`src/rtl/pe_stream_driver.sv`:
```
// ---------------------------------------------------------------------------
// pe_stream_driver
//
// Streams operand triples (ifmap, fltr, psum) from a valid/ready source into a
// processing element, one element per transfer, grouped into windows of K
// elements. Each completed window owes one PE result. Results are buffered
// in a small FIFO and drained through a valid/ready sink. A credit check at
// the first element of every window reserves FIFO space for all results
// still in flight, so the FIFO can never overflow.
//
// Optional feature macro: PE_DRV_WATCHDOG_EN
//   Defined   : an 8-bit watchdog runs while draining. If no PE result arrives
//               for 255 cycles it raises the sticky err flag, flushes the
//               FIFO and ends the job.
//   Undefined : no watchdog logic is built and err is tied low.
//
// Parameters
//   DATA_WIDTH      operand width; partial sums are 2*DATA_WIDTH wide
//   FIFO_DEPTH      result FIFO entries (power of two, >= 2)
//
// Ports
//   clk, rst                  clock, synchronous active-high reset
//   start                     job start pulse (honoured in IDLE only)
//   cfg_kernel_size [2:0]     K, elements per window
//   cfg_num_win     [7:0]     N, windows per job
//   busy, done, err           status: not idle, job-complete pulse, watchdog
//   src_valid/src_ready       operand source handshake
//   src_ifmap/fltr/psum       operand triple
//   pe_en                     one pulse per delivered element
//   pe_ifmap/fltr/psum        registered operands to the PE
//   pe_kernel_size  [2:0]     latched K
//   pe_valid, pe_psum_res     PE result strobe and data
//   dst_valid/dst_ready       result sink handshake
//   dst_data, dst_last        result word, marks the Nth result of the job
// ---------------------------------------------------------------------------
module pe_stream_driver #(
  parameter int unsigned DATA_WIDTH = 16,
  parameter int unsigned FIFO_DEPTH = 4
) (
  input  logic                    clk,
  input  logic                    rst,
  input  logic                    start,
  input  logic [2:0]              cfg_kernel_size,
  input  logic [7:0]              cfg_num_win,
  output logic                    busy,
  output logic                    done,
  output logic                    err,
  input  logic                    src_valid,
  output logic                    src_ready,
  input  logic [DATA_WIDTH-1:0]   src_ifmap,
  input  logic [DATA_WIDTH-1:0]   src_fltr,
  input  logic [2*DATA_WIDTH-1:0] src_psum,
  output logic                    pe_en,
  output logic [DATA_WIDTH-1:0]   pe_ifmap,
  output logic [DATA_WIDTH-1:0]   pe_fltr,
  output logic [2*DATA_WIDTH-1:0] pe_psum,
  output logic [2:0]              pe_kernel_size,
  input  logic                    pe_valid,
  input  logic [2*DATA_WIDTH-1:0] pe_psum_res,
  output logic                    dst_valid,
  input  logic                    dst_ready,
  output logic [2*DATA_WIDTH-1:0] dst_data,
  output logic                    dst_last
);

  localparam int unsigned PW = 2 * DATA_WIDTH;
  localparam int unsigned AW = (FIFO_DEPTH > 1) ? $clog2(FIFO_DEPTH) : 1;
  localparam int unsigned CW = $clog2(FIFO_DEPTH + 1);

  typedef enum logic [1:0] {
    IDLE,
    STREAM,
    DRAIN,
    DONE
  } state_t;

  state_t state_q, state_d;

  // Job configuration and progress counters
  logic [2:0]    k_q;
  logic [7:0]    n_q;
  logic [2:0]    elem_cnt_q;
  logic [7:0]    win_cnt_q;
  logic [7:0]    ret_cnt_q;
  logic [7:0]    pop_cnt_q;
  logic [CW-1:0] outst_q;

  // Result FIFO
  logic [PW-1:0] mem [FIFO_DEPTH];
  logic [AW-1:0] wr_ptr_q;
  logic [AW-1:0] rd_ptr_q;
  logic [CW-1:0] count_q;

  // Datapath control
  logic          start_ok;
  logic          cfg_zero;
  logic [CW:0]   credit_sum;
  logic          credit_ok;
  logic          xfer;
  logic          elem_last;
  logic          win_issue;
  logic          win_last;
  logic          res_acc;
  logic          push;
  logic          pop;
  logic [CW-1:0] count_next;
  logic [7:0]    ret_next;
  logic          wd_trip;

  assign start_ok  = (state_q == IDLE) && start;
  assign cfg_zero  = (cfg_kernel_size == 3'd0) || (cfg_num_win == 8'd0);

  // Results already buffered plus results still owed by the PE must leave
  // room for one more window before a new window may begin.
  assign credit_sum = {1'b0, count_q} + {1'b0, outst_q};
  assign credit_ok  = credit_sum < (CW + 1)'(FIFO_DEPTH);

  assign src_ready = (state_q == STREAM) && ((elem_cnt_q != 3'd0) || credit_ok);
  assign xfer      = src_valid && src_ready;
  assign elem_last = (elem_cnt_q == (k_q - 3'd1));
  assign win_issue = xfer && elem_last;
  assign win_last  = win_issue && (win_cnt_q == (n_q - 8'd1));

  // A result strobe is only meaningful while a window is owed.
  assign res_acc    = pe_valid && (outst_q != '0);
  assign push       = res_acc;
  assign pop        = dst_valid && dst_ready;
  assign count_next = count_q + CW'(push) - CW'(pop);
  assign ret_next   = ret_cnt_q + 8'(res_acc);

  // -------------------------------------------------------------------------
  // Optional drain watchdog
  // -------------------------------------------------------------------------
`ifdef PE_DRV_WATCHDOG_EN
  logic [7:0] wd_q;
  logic       err_q;

  // The counter holds at zero outside DRAIN, so DRAIN always starts fresh;
  // the trip fires on the cycle the count would reach 255.
  assign wd_trip = (state_q == DRAIN) && !res_acc && (wd_q == 8'd254);
  assign err     = err_q;

  always_ff @(posedge clk) begin
    if (rst) begin
      wd_q  <= '0;
      err_q <= 1'b0;
    end else begin
      if ((state_q != DRAIN) || res_acc) begin
        wd_q <= '0;
      end else begin
        wd_q <= wd_q + 8'd1;
      end
      if (wd_trip) begin
        err_q <= 1'b1;
      end else if (start_ok) begin
        err_q <= 1'b0;
      end
    end
  end
`else
  assign wd_trip = 1'b0;
  assign err     = 1'b0;
`endif

  // -------------------------------------------------------------------------
  // FSM
  // -------------------------------------------------------------------------
  always_ff @(posedge clk) begin
    if (rst) begin
      state_q <= IDLE;
    end else begin
      state_q <= state_d;
    end
  end

  always_comb begin
    state_d = state_q;
    case (state_q)
      IDLE: begin
        if (start) begin
          state_d = cfg_zero ? DONE : STREAM;
        end
      end
      STREAM: begin
        if (win_last) begin
          state_d = DRAIN;
        end
      end
      DRAIN: begin
        // Finish once every result has arrived and the last word leaves the
        // FIFO this cycle (or it already has).
        if (wd_trip) begin
          state_d = DONE;
        end else if ((ret_next == n_q) && (count_next == '0)) begin
          state_d = DONE;
        end
      end
      DONE: begin
        state_d = IDLE;
      end
      default: begin
        state_d = IDLE;
      end
    endcase
  end

  // -------------------------------------------------------------------------
  // Counters, operand registers and FIFO pointers
  // -------------------------------------------------------------------------
  always_ff @(posedge clk) begin
    if (rst) begin
      k_q        <= '0;
      n_q        <= '0;
      elem_cnt_q <= '0;
      win_cnt_q  <= '0;
      ret_cnt_q  <= '0;
      pop_cnt_q  <= '0;
      outst_q    <= '0;
      wr_ptr_q   <= '0;
      rd_ptr_q   <= '0;
      count_q    <= '0;
      pe_en      <= 1'b0;
      pe_ifmap   <= '0;
      pe_fltr    <= '0;
      pe_psum    <= '0;
    end else begin
      pe_en <= xfer;
      if (xfer) begin
        pe_ifmap   <= src_ifmap;
        pe_fltr    <= src_fltr;
        pe_psum    <= src_psum;
        elem_cnt_q <= elem_last ? '0 : elem_cnt_q + 3'd1;
      end

      if (win_issue) begin
        win_cnt_q <= win_cnt_q + 8'd1;
      end

      if (win_issue && !res_acc) begin
        outst_q <= outst_q + CW'(1);
      end else if (!win_issue && res_acc) begin
        outst_q <= outst_q - CW'(1);
      end

      ret_cnt_q <= ret_next;
      if (pop) begin
        pop_cnt_q <= pop_cnt_q + 8'd1;
      end

      if (wd_trip) begin
        // Abandon the job: drop buffered words and forget owed results.
        outst_q  <= '0;
        wr_ptr_q <= '0;
        rd_ptr_q <= '0;
        count_q  <= '0;
      end else begin
        if (push) begin
          wr_ptr_q <= wr_ptr_q + AW'(1);
        end
        if (pop) begin
          rd_ptr_q <= rd_ptr_q + AW'(1);
        end
        count_q <= count_next;
      end

      if (start_ok) begin
        k_q        <= cfg_kernel_size;
        n_q        <= cfg_num_win;
        elem_cnt_q <= '0;
        win_cnt_q  <= '0;
        ret_cnt_q  <= '0;
        pop_cnt_q  <= '0;
        outst_q    <= '0;
      end
    end
  end

  always_ff @(posedge clk) begin
    if (push && !wd_trip) begin
      mem[wr_ptr_q] <= pe_psum_res;
    end
  end

  // -------------------------------------------------------------------------
  // Outputs
  // -------------------------------------------------------------------------
  assign busy           = (state_q != IDLE);
  assign done           = (state_q == DONE);
  assign pe_kernel_size = k_q;
  assign dst_valid      = (count_q != '0);
  // Head data is masked when empty so the port reads zero after reset.
  assign dst_data       = dst_valid ? mem[rd_ptr_q] : '0;
  // The head is result number pop_cnt_q+1 because order is preserved.
  assign dst_last       = dst_valid && (pop_cnt_q == (n_q - 8'd1));

endmodule

```
`config.mk`:
```
export PLATFORM = sky130hd
export DESIGN_NAME = pe_stream_driver
export DESIGN_NICKNAME = d
export VERILOG_FILES = /design/src/rtl/pe_stream_driver.sv
export SDC_FILE = /design/constraint.sdc
export NUM_CORES = 1
export LEC_CHECK = 0
export CORE_UTILIZATION = 55
export DETAILED_ROUTE_END_ITERATION = 12
export PLACE_DENSITY = 0.86
export RECOVER_POWER = 25
export SYNTH_ARGS = -nofsm -noshare
export SYNTH_HDL_FRONTEND = slang
export SYNTH_SLANG_ARGS = --single-unit
```
`constraint.sdc`:
```
create_clock -name clk -period 9.6 [get_ports clk]
set_input_delay 0.96 -clock clk [delete_from_list [all_inputs] [get_ports clk]]
set_output_delay 0.96 -clock clk [all_outputs]
set_load 0.02 [all_outputs]
```
Word level (Yosys, flattened, before mapping)
Memory sizes are Yosys's and may differ from the RTL's. A register that Yosys moved wholly into a read port is not among the register bits.
Index checks and enable logic that the tools add are counted.
- add/subtract/negate cells: 13
- multipliers: 0
- div/mod/pow operators: 0
- magnitude comparators: 1
- eq/ne operators: 10
- shift-type cells: 0
- muxes and demuxes: 13
- bitwise gates (word level): 0
- reduce and logical (&&, ||, !) cells: 26
- operators by type and width (operator ; number):
    two-way mux 32 bit ; 1
    equality test 8 bit ; 3
    adder 8 x 1 -> 8 bit, second input constant ; 2
    two-way mux 2 bit ; 6
    logical AND 1 bit ; 11
    two-way mux 3 bit ; 3
    nonzero test 3 bit ; 3
    adder 8 x 1 -> 8 bit ; 1
    zero test 8 bit ; 1
    case mux 2 bit (4 select lines) ; 1
    subtractor 8 x 1 -> 8 bit, second input constant ; 1
    adder 3 x 1 -> 3 bit, second input constant ; 2
    zero test 3 bit ; 2
    inequality test 2 bit, second input constant ; 3
    subtractor 3 x 1 -> 3 bit, second input constant ; 2
    adder 2 x 1 -> 2 bit, second input constant ; 2
    adder 3 x 3 -> 4 bit ; 1
    equality test 2 bit, second input constant ; 2
    less-than comparator 4 x 3 -> 1 bit, second input constant ; 1
    nonzero test 2 bit ; 2
    adder 3 x 1 -> 3 bit ; 1
    equality test 3 bit ; 1
    AND reduction 3 bit ; 1
    subtractor 3 x 1 -> 3 bit ; 1
    6 further kinds ; 9
- register bits after elaboration: 115
- bits in latches: 0
- bits in writable memories: 128
- memory bits (read-only): 0
- bits of input ports: 113
- output and inout port bits: 106
- word-level logic and storage cells: 79
- memories kept: 1
- memory list (name ; words ; width ; read ports ; clocked after Yosys merged registers in ; write ports ; line ; source):
    mem ; 4 ; 32 ; 1 ; 1 ; 1 ; 89 ; logic [PW-1:0] mem [FIFO_DEPTH];

Depth between registers and ports, before layout
Gate-level depths: netlist of the first run.
- depth in word-level cells: 10
- depth in mapped cells: 16
- depth with buffers taken out: 14

Worst setup path after synthesis of the first run
OpenSTA, ideal clock, no wires.
- path kind: in2reg
- start: input port pe_valid
- end: register state_q[1]
- library setup time: 0.087 ns
- arrival time: 3.773 ns
- data required time: 9.513 ns
- path slack: 5.740 ns
- stages on the path: 14
- buffers on the path: 1
- path through: o31a_1 > clkbuf_1 > inv_1 > ha_1 > inv_1 > ha_1 > inv_1 > fa_1 > nand4b_1 > nor4_2 > nand2_1 > or4_4 > a2111o_1 > o31ai_1
- word-level cells in the longest chain between the ends: 7
- elaborated cells between the ends (all ways): 9
- those cells by class: add/sub (3); eq/ne (2); reduce/logical (4)
- RTL lines (item ; line ; source):
    from (decl) ; 58 ; input logic pe_valid,
    logical AND 1 bit * ; 125 ; assign res_acc = pe_valid && (outst_q != '0);
    net push ; 104 ; logic push;
    adder 3 x 1 -> 3 bit ; 128 ; assign count_next = count_q + CW'(push) - CW'(pop);
    subtractor 3 x 1 -> 3 bit ; 128 ;
    zero test 3 bit ; 194 ; end else if ((ret_next == n_q) && (count_next == '0)) begin
    logical AND 1 bit * ; 194 ;
    inequality test 2 bit (no line) * ; -- ;
    AND reduction 3 bit (no line) * ; -- ;
    to (signal assigned) ; 172 ; state_q <= state_d;
    to (decl) ; 77 ; state_t state_q, state_d;
The timed path passes the listed nets; every way through them passes the cells marked *.
A chain may end at the register's enable or synchronous reset.

Worst setup path after layout of the first run
- start: register count_q[1]
- end: register state_q[1]
- word-level cells in the longest chain between the ends: 9
- elaborated cells between the ends (all ways): 16
- those cells by class: add/sub (3); order compare (1); eq/ne (2); reduce/logical (10)
- RTL lines (item ; line ; source):
    from (decl) ; 92 ; logic [CW-1:0] count_q;
    from (signal assigned) ; 263 ; count_q <= count_next;
    adder 3 x 3 -> 4 bit ; 115 ; assign credit_sum = {1'b0, count_q} + {1'b0, outst_q};
    less-than comparator 4 x 3 -> 1 bit ; 116 ; assign credit_ok = credit_sum < (CW + 1)'(FIFO_DEPTH);
    logical OR 1 bit ; 118 ; assign src_ready = (state_q == STREAM) && ((elem_cnt_q != 3'd0) || credit_ok);
    logical AND 1 bit ; 118 ;
    logical AND 1 bit ; 119 ; assign xfer = src_valid && src_ready;
    logical AND 1 bit ; 121 ; assign win_issue = xfer && elem_last;
    logical AND 1 bit ; 122 ; assign win_last = win_issue && (win_cnt_q == (n_q - 8'd1));
    inequality test 2 bit (no line) ; -- ;
    AND reduction 3 bit (no line) * ; -- ;
Every way passes the cells marked *; elsewhere a longest branch is shown, timed or not.

==> results of run 1 <==
final cells by class:
| cell class | count | area, um^2 | area share [%] |
|---|---|---|---|
| flip-flops and latches | 245 | 6190 | 47.4 |
| multi-input cells | 508 | 3480 | 26.6 |
| repair buffers | 226 | 2230 | 17.1 |
| clock buffers | 39 | 708 | 5.42 |
| well taps | 225 | 282 | 2.16 |
| clock inverters | 7 | 86.3 | 0.661 |
| inverters | 21 | 78.8 | 0.603 |
| diodes | 2 | 5.00 | 0.0383 |
cell families (layout without fill, tap and decap cells):
family | after synthesis | after routing | share of synthesized area, %
flip-flops | 245 | 245 | 62.2
AO/OA/AOI/OAI | 101 | 101 | 5.63
AND/OR/NAND/NOR | 288 | 288 | 13.2
XOR/XNOR | 57 | 57 | 5.16
multiplexers | 37 | 37 | 7.75
other | 1 | 3 | 0.0377
buffers and inverters | 69 | 293 | 2.79
adder cells (fa/ha/maj) | 24 | 24 | 3.17
layer usage:
layer | vias to the layer above | track usage (%) | routed length (um)
li1 | 3276 | - | -
met1 | 3270 | 30.4 | 9130
met2 | 243 | 42.0 | 11200
met3 | 36 | 6.67 | 1780
met4 | 0 | 8.21 | 511
met5 | - | 0 | 0
stage by stage:
stage / worst slack [ns] / instances / power (uW)
floorplan: 5.74 / 822 / 1870
global placement: 5.11 / 1225 / 2240
detailed placement: 5.05 / 1225 / 2260
CTS: 5.18 / 1271 / 3210
global route: 4.89 / 1271 / 3340
finish: 5.24 / 1273 / 3180
sequential cells by signal, indices dropped and copies added (netlist names), named ones only:
signal,cells
pe_ifmap,16
mem,128
wr_ptr_q,2
pe_fltr,16
pe_psum,32
pe_kernel_size,3
outst_q,3
count_q,3
state_q,2
ret_cnt_q,8
elem_cnt_q,3
win_cnt_q,8
n_q,8
pe_en,1
pop_cnt_q,8
rd_ptr_q,2
cells in the mapped netlist (2+ instances only):
cell,n
nand2_1,166
edfxtp_1,128
dfxtp_1,117
a21oi_1,81
and2_1,39
nor2_1,34
clkbuf_1,32
mux4_2,32
xnor2_1,28
xor2_1,28
ha_1,22
inv_1,21
nand3_1,9
buf_1,8
or3_1,7
buf_2,6
nor3_1,6
o21ai_0,6
and3_1,5
mux2i_1,5
nand4_1,5
nor4_1,4
a2111o_1,2
a211oi_1,2
and4_1,2
fa_1,2
nand3b_1,2
o211a_1,2
o31a_1,2
final timing paths:
check	start	end	slack, ns
setup / recovery	count_q[1]$_SDFF_PP0_	state_q[1]$_SDFFE_PP0P_	5.24
hold reg to reg	pe_fltr[1]$_SDFFE_PP0P_	pe_fltr[1]$_SDFFE_PP0P_	0.45
setup reg to reg	count_q[1]$_SDFF_PP0_	state_q[1]$_SDFFE_PP0P_	5.24
hold / removal	pe_fltr[1]$_SDFFE_PP0P_	pe_fltr[1]$_SDFFE_PP0P_	0.45
power by group through the flow:
stage	clock [uW]	sequential (uW)	combinational [uW]
after floorplan	0	1270	592
after global placement	0	1240	1010
after detailed placement	0	1240	1020
after CTS	962	1220	1030
after global routing	1000	1230	1110
final	942	1220	1020
worst min-delay path: cells and delay by family, from the launching register on:
kind	cells	cell delay, ns
AND/OR/NAND/NOR	1	0.05
AO/OA/AOI/OAI	1	0.05
flip-flops	1	0.31
==> metrics.cfg, run 1 <==
[sta]
hold_violations=0
fmax_mhz=229
setup_viol=0
timing.hold.ws_ns=0.453
finalClockSkew_ns=0.00801
tns_ns=0
min_period_ns=4.36
worst_slew_pin_slew_ns=1.05
rsz0062_at_grt=false
slew_viol_final=0
slew_headroom_pct=29.7
fin_crit_sh_pct=45.4

[setup_path]
arrival_ns=4.78
path_buf_inv=2
rr_worst_depth=13
path_delay_family=simple AND/OR/NAND/NOR gates
path_class=register to register
path_cells=or3_1 -> and2_1 -> ha_1 -> inv_1 -> ha_1 -> inv_1 -> fa_1 -> nand4b_1 -> nor4_2 -> nand2_1 -> or4_4 -> a2111o_1 -> o31ai_1
slowest_stage=or3_1
crit_path_start_kind=register
required_ns=10.02
cp.depth=13
critPathMaxStageDelay_ns=0.84
crit_fanout=35
end_kind=register

[yosys]
yosys_warnings=0
synth-edff-count=128
ys_types=48
ys.flop_type=edfxtp_1
ys_top_cells_by_area=edfxtp_1 (39%), dfxtp_1 (24%), mux4_2 (7.2%)
ys_seq_area_share_pct=62.2
syn_inst=822
synth-seq-cells=245
yosysTopAreaCellShare_pct=38.7
synth_fp_nets=959
syn_avg_cell_area_um2=12.1
yosys.area.top_type=edfxtp_1
async_reset_ff_share_pct=0
synthesis.area_mm2=0.00994

[global_routing]
overflow=0
grt_max_degree=86
grt.total_usage_pct=24.7
grt_pass1_vias=6992
antenna_found_initial=0
grt_pass1_wl_um=35300

[detailed_routing]
wl_per_cell_um=17.7
drt_iter0_drc=347
viasPerCell=5.36
route.vias.total=6825
first_pass_iters=5
route.detailed.drc=0
wirelength_um=22600
postRouteAntennaNets=0

[finish]
fin_util_pct=74.7
area_growth_pct=31.4
fill_cells=1119
drive_above_1_share_pct=7.74
nets=1164
layout_common_cells=clkdlybuf4s50_1 (185), nand2_1 (165), edfxtp_1 (128), dfxtp_1 (116), a21oi_1 (81)
mostFrequentLayoutCell=clkdlybuf4s50_1
design_area_mm2=0.0131

[worst_hold_path]
worstHoldPathCells=2
hold_class=register to register

[pwr]
p_clk_share_pct=29.6
irDropWorstVdd_mv=0.209
p_sw_uw=967
seq_power_share_pct=38.3
p_sw_share_pct=30.4
p_per_area_mw_per_mm2=243
comb_power_share_pct=32.1
power_leakage_uw=0.00455
internal_power_uw=2210

[cts]
clock-root-buffer=clkbuf_16
cts_tree=built
clock_sinks=245
ctsHtreeMaxLevel=1
clock_latency_ns=0.52
clk_path_buf_depth=3
cts_setup_buffers=0
cts_buffers=25
cts_hold_buffers=0
path_clk_slew_ns=0.06
cts_resized=0

[die]
die_w_um=136
row_count=48
fp.coreArea_mm2=0.0175
io_pins=219
start_util_pct=56.9
die_y_um=136
die_area_mm2=0.0186

[flow_run]
maxCapViolCount=0

[place]
gp_congestion=0.828
io_buffers=217
dpl_cell_area_mm2=0.0123
hpwl_um=14900

[run_status]
outcome=finished, final reports clean

Power figures use the tool's default switching activity.
==> inputs of run 2 (changes only) <==
--- a/config.mk
+++ b/config.mk
@@ -5,9 +5,9 @@
 export SDC_FILE = /design/constraint.sdc
 export NUM_CORES = 1
 export LEC_CHECK = 0
-export CORE_UTILIZATION = 55
+export CORE_UTILIZATION = 51
 export DETAILED_ROUTE_END_ITERATION = 12
-export PLACE_DENSITY = 0.86
+export PLACE_DENSITY = 0.8
 export RECOVER_POWER = 25
 export SYNTH_ARGS = -nofsm -noshare
 export SYNTH_HDL_FRONTEND = slang
==> constraint.sdc (replaced) <==
create_clock -name clk -period 4.3 [get_ports clk]
set_input_delay 0.43 -clock clk [delete_from_list [all_inputs] [get_ports clk]]
set_output_delay 0.43 -clock clk [all_outputs]
set_load 0.02 [all_outputs]
==> metrics.cfg, run 2 (synthesized netlist as in run 1, its figures left out) <==
[setup_path]
arrival_ns=3.35  ; -1.43 ns
slowest_stage=clkdlybuf4s50_1
crit_fanout=6  ; -83%
cp.depth=8  ; -5
end_kind=primary output
required_ns=3.87  ; -6.15 ns
critPathMaxStageDelay_ns=0.69  ; -0.15 ns
path_cells=inv_1 -> ha_1 -> nand3_1 -> xor2_1 -> xnor2_1 -> a2111o_1 -> nor4_1 -> clkdlybuf4s50_1
rr_worst_depth=14  ; +1
path_delay_family=buffers and inverters
crit_path_start_kind=register
path_class=register to primary output
path_buf_inv=2  ; unchanged

[die]
row_count=50  ; +4.2%
die_y_um=142  ; +3.8%
start_util_pct=52.6  ; -4.3 points
die_area_mm2=0.0201  ; +7.7%
die_w_um=142  ; +3.8%
fp.coreArea_mm2=0.0189  ; +8.1%
io_pins=219  ; unchanged

[detailed_routing]
postRouteAntennaNets=0  ; unchanged
wl_per_cell_um=16.9  ; -4.6%
route.vias.total=6787  ; -0.56%
route.detailed.drc=0  ; unchanged
first_pass_iters=5  ; unchanged
drt_iter0_drc=242  ; -30%
viasPerCell=5.17  ; -3.7%
wirelength_um=22200  ; -1.5%

[sta]
slew_viol_final=0  ; unchanged
worst_slew_pin_slew_ns=1.07  ; +0.0117 ns
min_period_ns=3.78
slew_headroom_pct=28.7  ; -0.95 points
fin_crit_sh_pct=87.9
setup_viol=0  ; unchanged
rsz0062_at_grt=false
finalClockSkew_ns=0.0167  ; +0.00868 ns
tns_ns=0  ; unchanged
hold_violations=0  ; unchanged
fmax_mhz=264

[global_routing]
gr-usage-met3_pct=6.55  ; -0.13 points
overflow=0  ; unchanged
grt_pass1_vias=6893  ; -1.4%
grt_max_degree=86  ; unchanged
met1_usage_pct=27.4  ; -3.0 points
grt_pass1_wl_um=35300  ; about the same
grtUsageMet2_pct=38.6  ; -3.5 points
grt.total_usage_pct=22.4  ; -2.3 points
antenna_found_initial=0  ; unchanged
grt_busiest_layer=met2

[place]
gp_congestion=0.790  ; -4.5%
hpwl_um=14800  ; -0.34%
io_buffers=217  ; unchanged

[pwr]
p_sw_uw=2230  ; +130%
internal_power_uw=5150  ; +130%
p_clk_share_pct=31.9  ; +2.3 points
total_power_uw=7380  ; +130%
seq_power_share_pct=37.4  ; -0.9 points
p_sw_share_pct=30.2  ; -0.16 points
power_leakage_uw=0.00466  ; +2.4%
p_per_area_mw_per_mm2=556  ; +130%
comb_power_share_pct=30.6  ; -1.5 points
irDropWorstVdd_mv=0.362  ; +73%

[finish]
regArea_mm2=0.00619  ; unchanged
nets=1171  ; +0.60%
antenna_cells=0  ; -2
area_growth_pct=33.7
multiInputGateArea_mm2=0.00348  ; unchanged
mostFrequentLayoutCell=clkdlybuf4s50_1
regMostFlops=mem
largest_reg_flops=128  ; unchanged
layout_common_cells=clkdlybuf4s50_1 (185), nand2_1 (165), edfxtp_1 (128), dfxtp_1 (116), a21oi_1 (81)
fill_cells=1384  ; +24%
drive_above_1_share_pct=9.58  ; +1.8 points
reg_top3=mem (128), pe_psum (32)

[cts]
cts_setup_buffers=0  ; unchanged
clock_latency_ns=0.52  ; about the same
cts_tree=built
path_clk_slew_ns=0.06  ; about the same
clk_path_buf_depth=3  ; unchanged
ctsHtreeMaxLevel=1  ; unchanged
cts_buffers=26  ; +4.0%
cts_resized=0  ; unchanged
clock-root-buffer=clkbuf_16
clock_sinks=245  ; unchanged
cts_hold_buffers=0  ; unchanged

[worst_hold_path]
worstHoldPathCells=3  ; +1
hold_class=input pin to register

[flow_run]
maxCapViolCount=0  ; unchanged

[run_status]
outcome=finished, final reports clean

run 2: final cells by class:
type	count	share of cell area, %
clock buffer	33	5.97
clock inverter	15	1.09
inverter	21	0.593
multi-input combinational	508	26.2
sequential	245	46.6
tap	260	2.45
timing repair buffer	232	17.2
run 2: routing by layer:
layer  routed length, um  up-vias
li1                    -     3290
met1                9250     3229
met2               10700      235
met3                1810       33
met4                 517        0
met5                   0        -
run 2: worst min-delay path: stages:
cell and delay, ns:
buf_2 0.09, inv_1 0.11, o211a_1 0.14
run 2: power groups by stage:
stage | combinational [uW] | clock, uW | sequential [uW]
2_1_floorplan | 1320 | 0 | 2840
3_3_place_gp | 2240 | 0 | 2810
3_5_place_dp | 2280 | 0 | 2820
4_1_cts | 2290 | 2400 | 2770
5_1_grt | 2440 | 2490 | 2790
6_report | 2260 | 2360 | 2760
run 2: path summary, 6_finish.rpt:
path / startpoint / end / slack (ns)
setup reg to reg: count_q[1]$_SDFF_PP0_ / state_q[1]$_SDFFE_PP0P_ / 0.80
setup / recovery: n_q[0]$_SDFFE_PP0P_ / dst_last / 0.52
hold reg to reg: pe_psum[7]$_SDFFE_PP0P_ / pe_psum[7]$_SDFFE_PP0P_ / 0.45
hold / removal: rst / state_q[0]$_SDFFE_PP0P_ / 0.31
run 2: per-stage QoR:
| stage | hold WS (ns) | instances | setup slack, ns | area (um^2) | utilization [%] |
|---|---|---|---|---|---|
| floorplan | 0.470 | 822 | 0.642 | 9940 | - |
| global placement | 0.441 | 1266 | 0.625 | 12400 | 65.4 |
| detailed placement | 0.447 | 1266 | 0.578 | 12400 | 65.4 |
| CTS | 0.284 | 1314 | 0.428 | 13300 | 70.3 |
| global route | 0.302 | 1314 | 0.304 | 13300 | 70.3 |
| finish | 0.306 | 1314 | 0.519 | 13300 | 70.3 |
==> inputs of run 3 (changes only) <==
--- a/config.mk
+++ b/config.mk
@@ -9,6 +9,7 @@
 export DETAILED_ROUTE_END_ITERATION = 12
 export PLACE_DENSITY = 0.8
 export RECOVER_POWER = 25
+export REMOVE_ABC_BUFFERS = 1
 export SYNTH_ARGS = -nofsm -noshare
 export SYNTH_HDL_FRONTEND = slang
 export SYNTH_SLANG_ARGS = --single-unit
==> metrics.cfg, run 3 (synthesized netlist as in run 1, its figures left out) <==
[run_status]
outcome=finished, final reports clean

[detailed_routing]
route.detailed.drc=0  ; unchanged
first_pass_iters=4  ; -1
viasPerCell=5.15  ; -0.27%
drt_iter0_drc=267  ; +10%
postRouteAntennaNets=0  ; unchanged
wirelength_um=21600  ; -3.1%
wl_per_cell_um=16.5  ; -2.8%
route.vias.total=6748  ; -0.57%

[finish]
regMostFlops=mem
mostFrequentLayoutCell=clkdlybuf4s50_1
drive_above_1_share_pct=8.59  ; -0.99 points
fill_cells=1395  ; +0.79%
layout_common_cells=clkdlybuf4s50_1 (186), nand2_1 (165), edfxtp_1 (128), dfxtp_1 (116), a21oi_1 (81)
reg_top3=mem (128), pe_psum (32)
largest_reg_flops=128  ; unchanged
nets=1168  ; -0.26%
area_growth_pct=32.2

[cts]
path_clk_slew_ns=0.07  ; about the same
cts_hold_buffers=0  ; unchanged
cts_buffers=25  ; -3.8%
cts_tree=built
clock_sinks=245  ; unchanged
clock_latency_ns=0.51  ; about the same
ctsHtreeMaxLevel=1  ; unchanged
clk_path_buf_depth=3  ; unchanged
cts_setup_buffers=0  ; unchanged
clock-root-buffer=clkbuf_16
cts_resized=0  ; unchanged

[sta]
tns_ns=0  ; unchanged
rsz0062_at_grt=false
min_period_ns=3.66  ; -0.120 ns
hold_violations=0  ; unchanged
setup_viol=0  ; unchanged
worst_slew_pin_slew_ns=1.03  ; -0.0343 ns
fin_crit_sh_pct=85.1  ; -2.8 points
slew_headroom_pct=31.0  ; +2.3 points
fmax_mhz=273  ; +3.3%
slew_viol_final=0  ; unchanged
finalClockSkew_ns=0.0183  ; +0.00162 ns

[pwr]
seq_power_share_pct=38.7  ; +1.3 points
comb_power_share_pct=31.9  ; +1.3 points
p_per_area_mw_per_mm2=542  ; -2.5%
power_leakage_uw=0.00457  ; -1.9%
total_power_uw=7120  ; -3.6%
internal_power_uw=4930  ; -4.2%
p_sw_uw=2190  ; -2.1%
p_sw_share_pct=30.7  ; +0.45 points
irDropWorstVdd_mv=0.363  ; +0.41%
p_clk_share_pct=29.4  ; -2.5 points

[global_routing]
grt.total_usage_pct=21.9  ; -0.50 points
antenna_found_initial=1  ; +1
grt_max_degree=86  ; unchanged
grt_pass1_wl_um=34700  ; -1.5%
grt_pass1_vias=6911  ; +0.26%
overflow=0  ; unchanged

[setup_path]
end_kind=primary output
crit_fanout=6  ; unchanged
rr_worst_depth=13  ; -1
required_ns=3.87  ; about the same
crit_path_start_kind=register
reg2reg_setup_slack_ns=0.76  ; -0.04 ns
r2r_end=state_q[1]$_SDFFE_PP0P_
path_class=register to primary output
setup.worst_path.end=dst_last
arrival_ns=3.23  ; -0.12 ns
reg2reg_from=count_q[1]$_SDFF_PP0_
crit_start=n_q[0]$_SDFFE_PP0P_

[die]
row_count=50  ; unchanged
io_pins=219  ; unchanged
fp.coreArea_mm2=0.0189  ; unchanged
start_util_pct=52.6  ; unchanged
die_y_um=142  ; unchanged
die_area_mm2=0.0201  ; unchanged
die_w_um=142  ; unchanged

[place]
hpwl_um=14300  ; -3.3%
gp_congestion=0.772  ; -2.3%
io_buffers=217  ; unchanged

[flow_run]
maxCapViolCount=0  ; unchanged

[worst_hold_path]
hold_class=input pin to register

-- run 3: changes by cell type in the layout (fill, tap and decap cells not counted), moves of 2 or more --
| cell | delta |
|---|---|
| buf_4 | -2 |
| diode_2 | +2 |
| clkbuf_16 | -5 |
| inv_6 | -3 |
| clkinv_1 | +2 |
| clkbuf_1 | +3 |
| clkinv_2 | -3 |
-- run 3: cell type report --
type	instances	area, um^2	share of cell area [%]
Clock inverter	14	131	1.00
Multi-Input combinational cell	508	3480	26.5
Inverter	21	78.8	0.600
Tap cell	260	325	2.48
Sequential cell	245	6190	47.1
Antenna cell	2	5.00	0.0381
Clock buffer	30	666	5.07
Timing Repair Buffer	230	2260	17.2
-- run 3: worst min-delay path by stage --
stage,start,endpoint,cells after the start
finish,rst,state_q[0]$_SDFFE_PP0P_,3
global route,rst,state_q[0]$_SDFFE_PP0P_,3
CTS,rst,state_q[0]$_SDFFE_PP0P_,3
detailed placement,pe_ifmap[14]$_SDFFE_PP0P_,pe_ifmap[14]$_SDFFE_PP0P_,2
global placement,pe_ifmap[15]$_SDFFE_PP0P_,pe_ifmap[15]$_SDFFE_PP0P_,2
floorplan,n_q[1]$_SDFFE_PP0P_,n_q[1]$_SDFFE_PP0P_,2
-- run 3: routing by layer --
layer	up-vias	track usage (%)	wire length (um)
met5	-	0	0
met4	0	6.23	441
met3	31	6.11	1660
met2	215	37.9	10400
met1	3219	27.0	9030
li1	3283	-	-
-- run 3: stage by stage --
stage	hold WS [ns]	setup slack, ns	util, %	instances	instance area, um^2
global route	0.286	0.514	69.5	1309	13100
CTS	0.251	0.622	69.5	1308	13100
global placement	0.440	0.646	65.3	1264	12300
detailed placement	0.447	0.532	65.3	1264	12300
floorplan	0.468	0.447	-	774	9740
finish	0.263	0.639	69.5	1310	13100
-- run 3: power groups by stage --
stage          Combinational [uW]  Sequential (uW)  Clock (uW)
2_1_floorplan                1170             2930           0
6_report                     2270             2760        2090
3_3_place_gp                 2250             2800           0
5_1_grt                      2460             2780        2240
4_1_cts                      2300             2760        2140
3_5_place_dp                 2280             2810           0
-- run 3: critical path, cell delays in order, from the launching register on --
cell,delay [ns]
dfxtp_1,0.52
inv_1,0.11
ha_1,0.27
nand3_1,0.12
xor2_1,0.31
xnor2_1,0.11
a2111o_1,0.34
nor4_1,0.29
clkdlybuf4s50_1,0.65
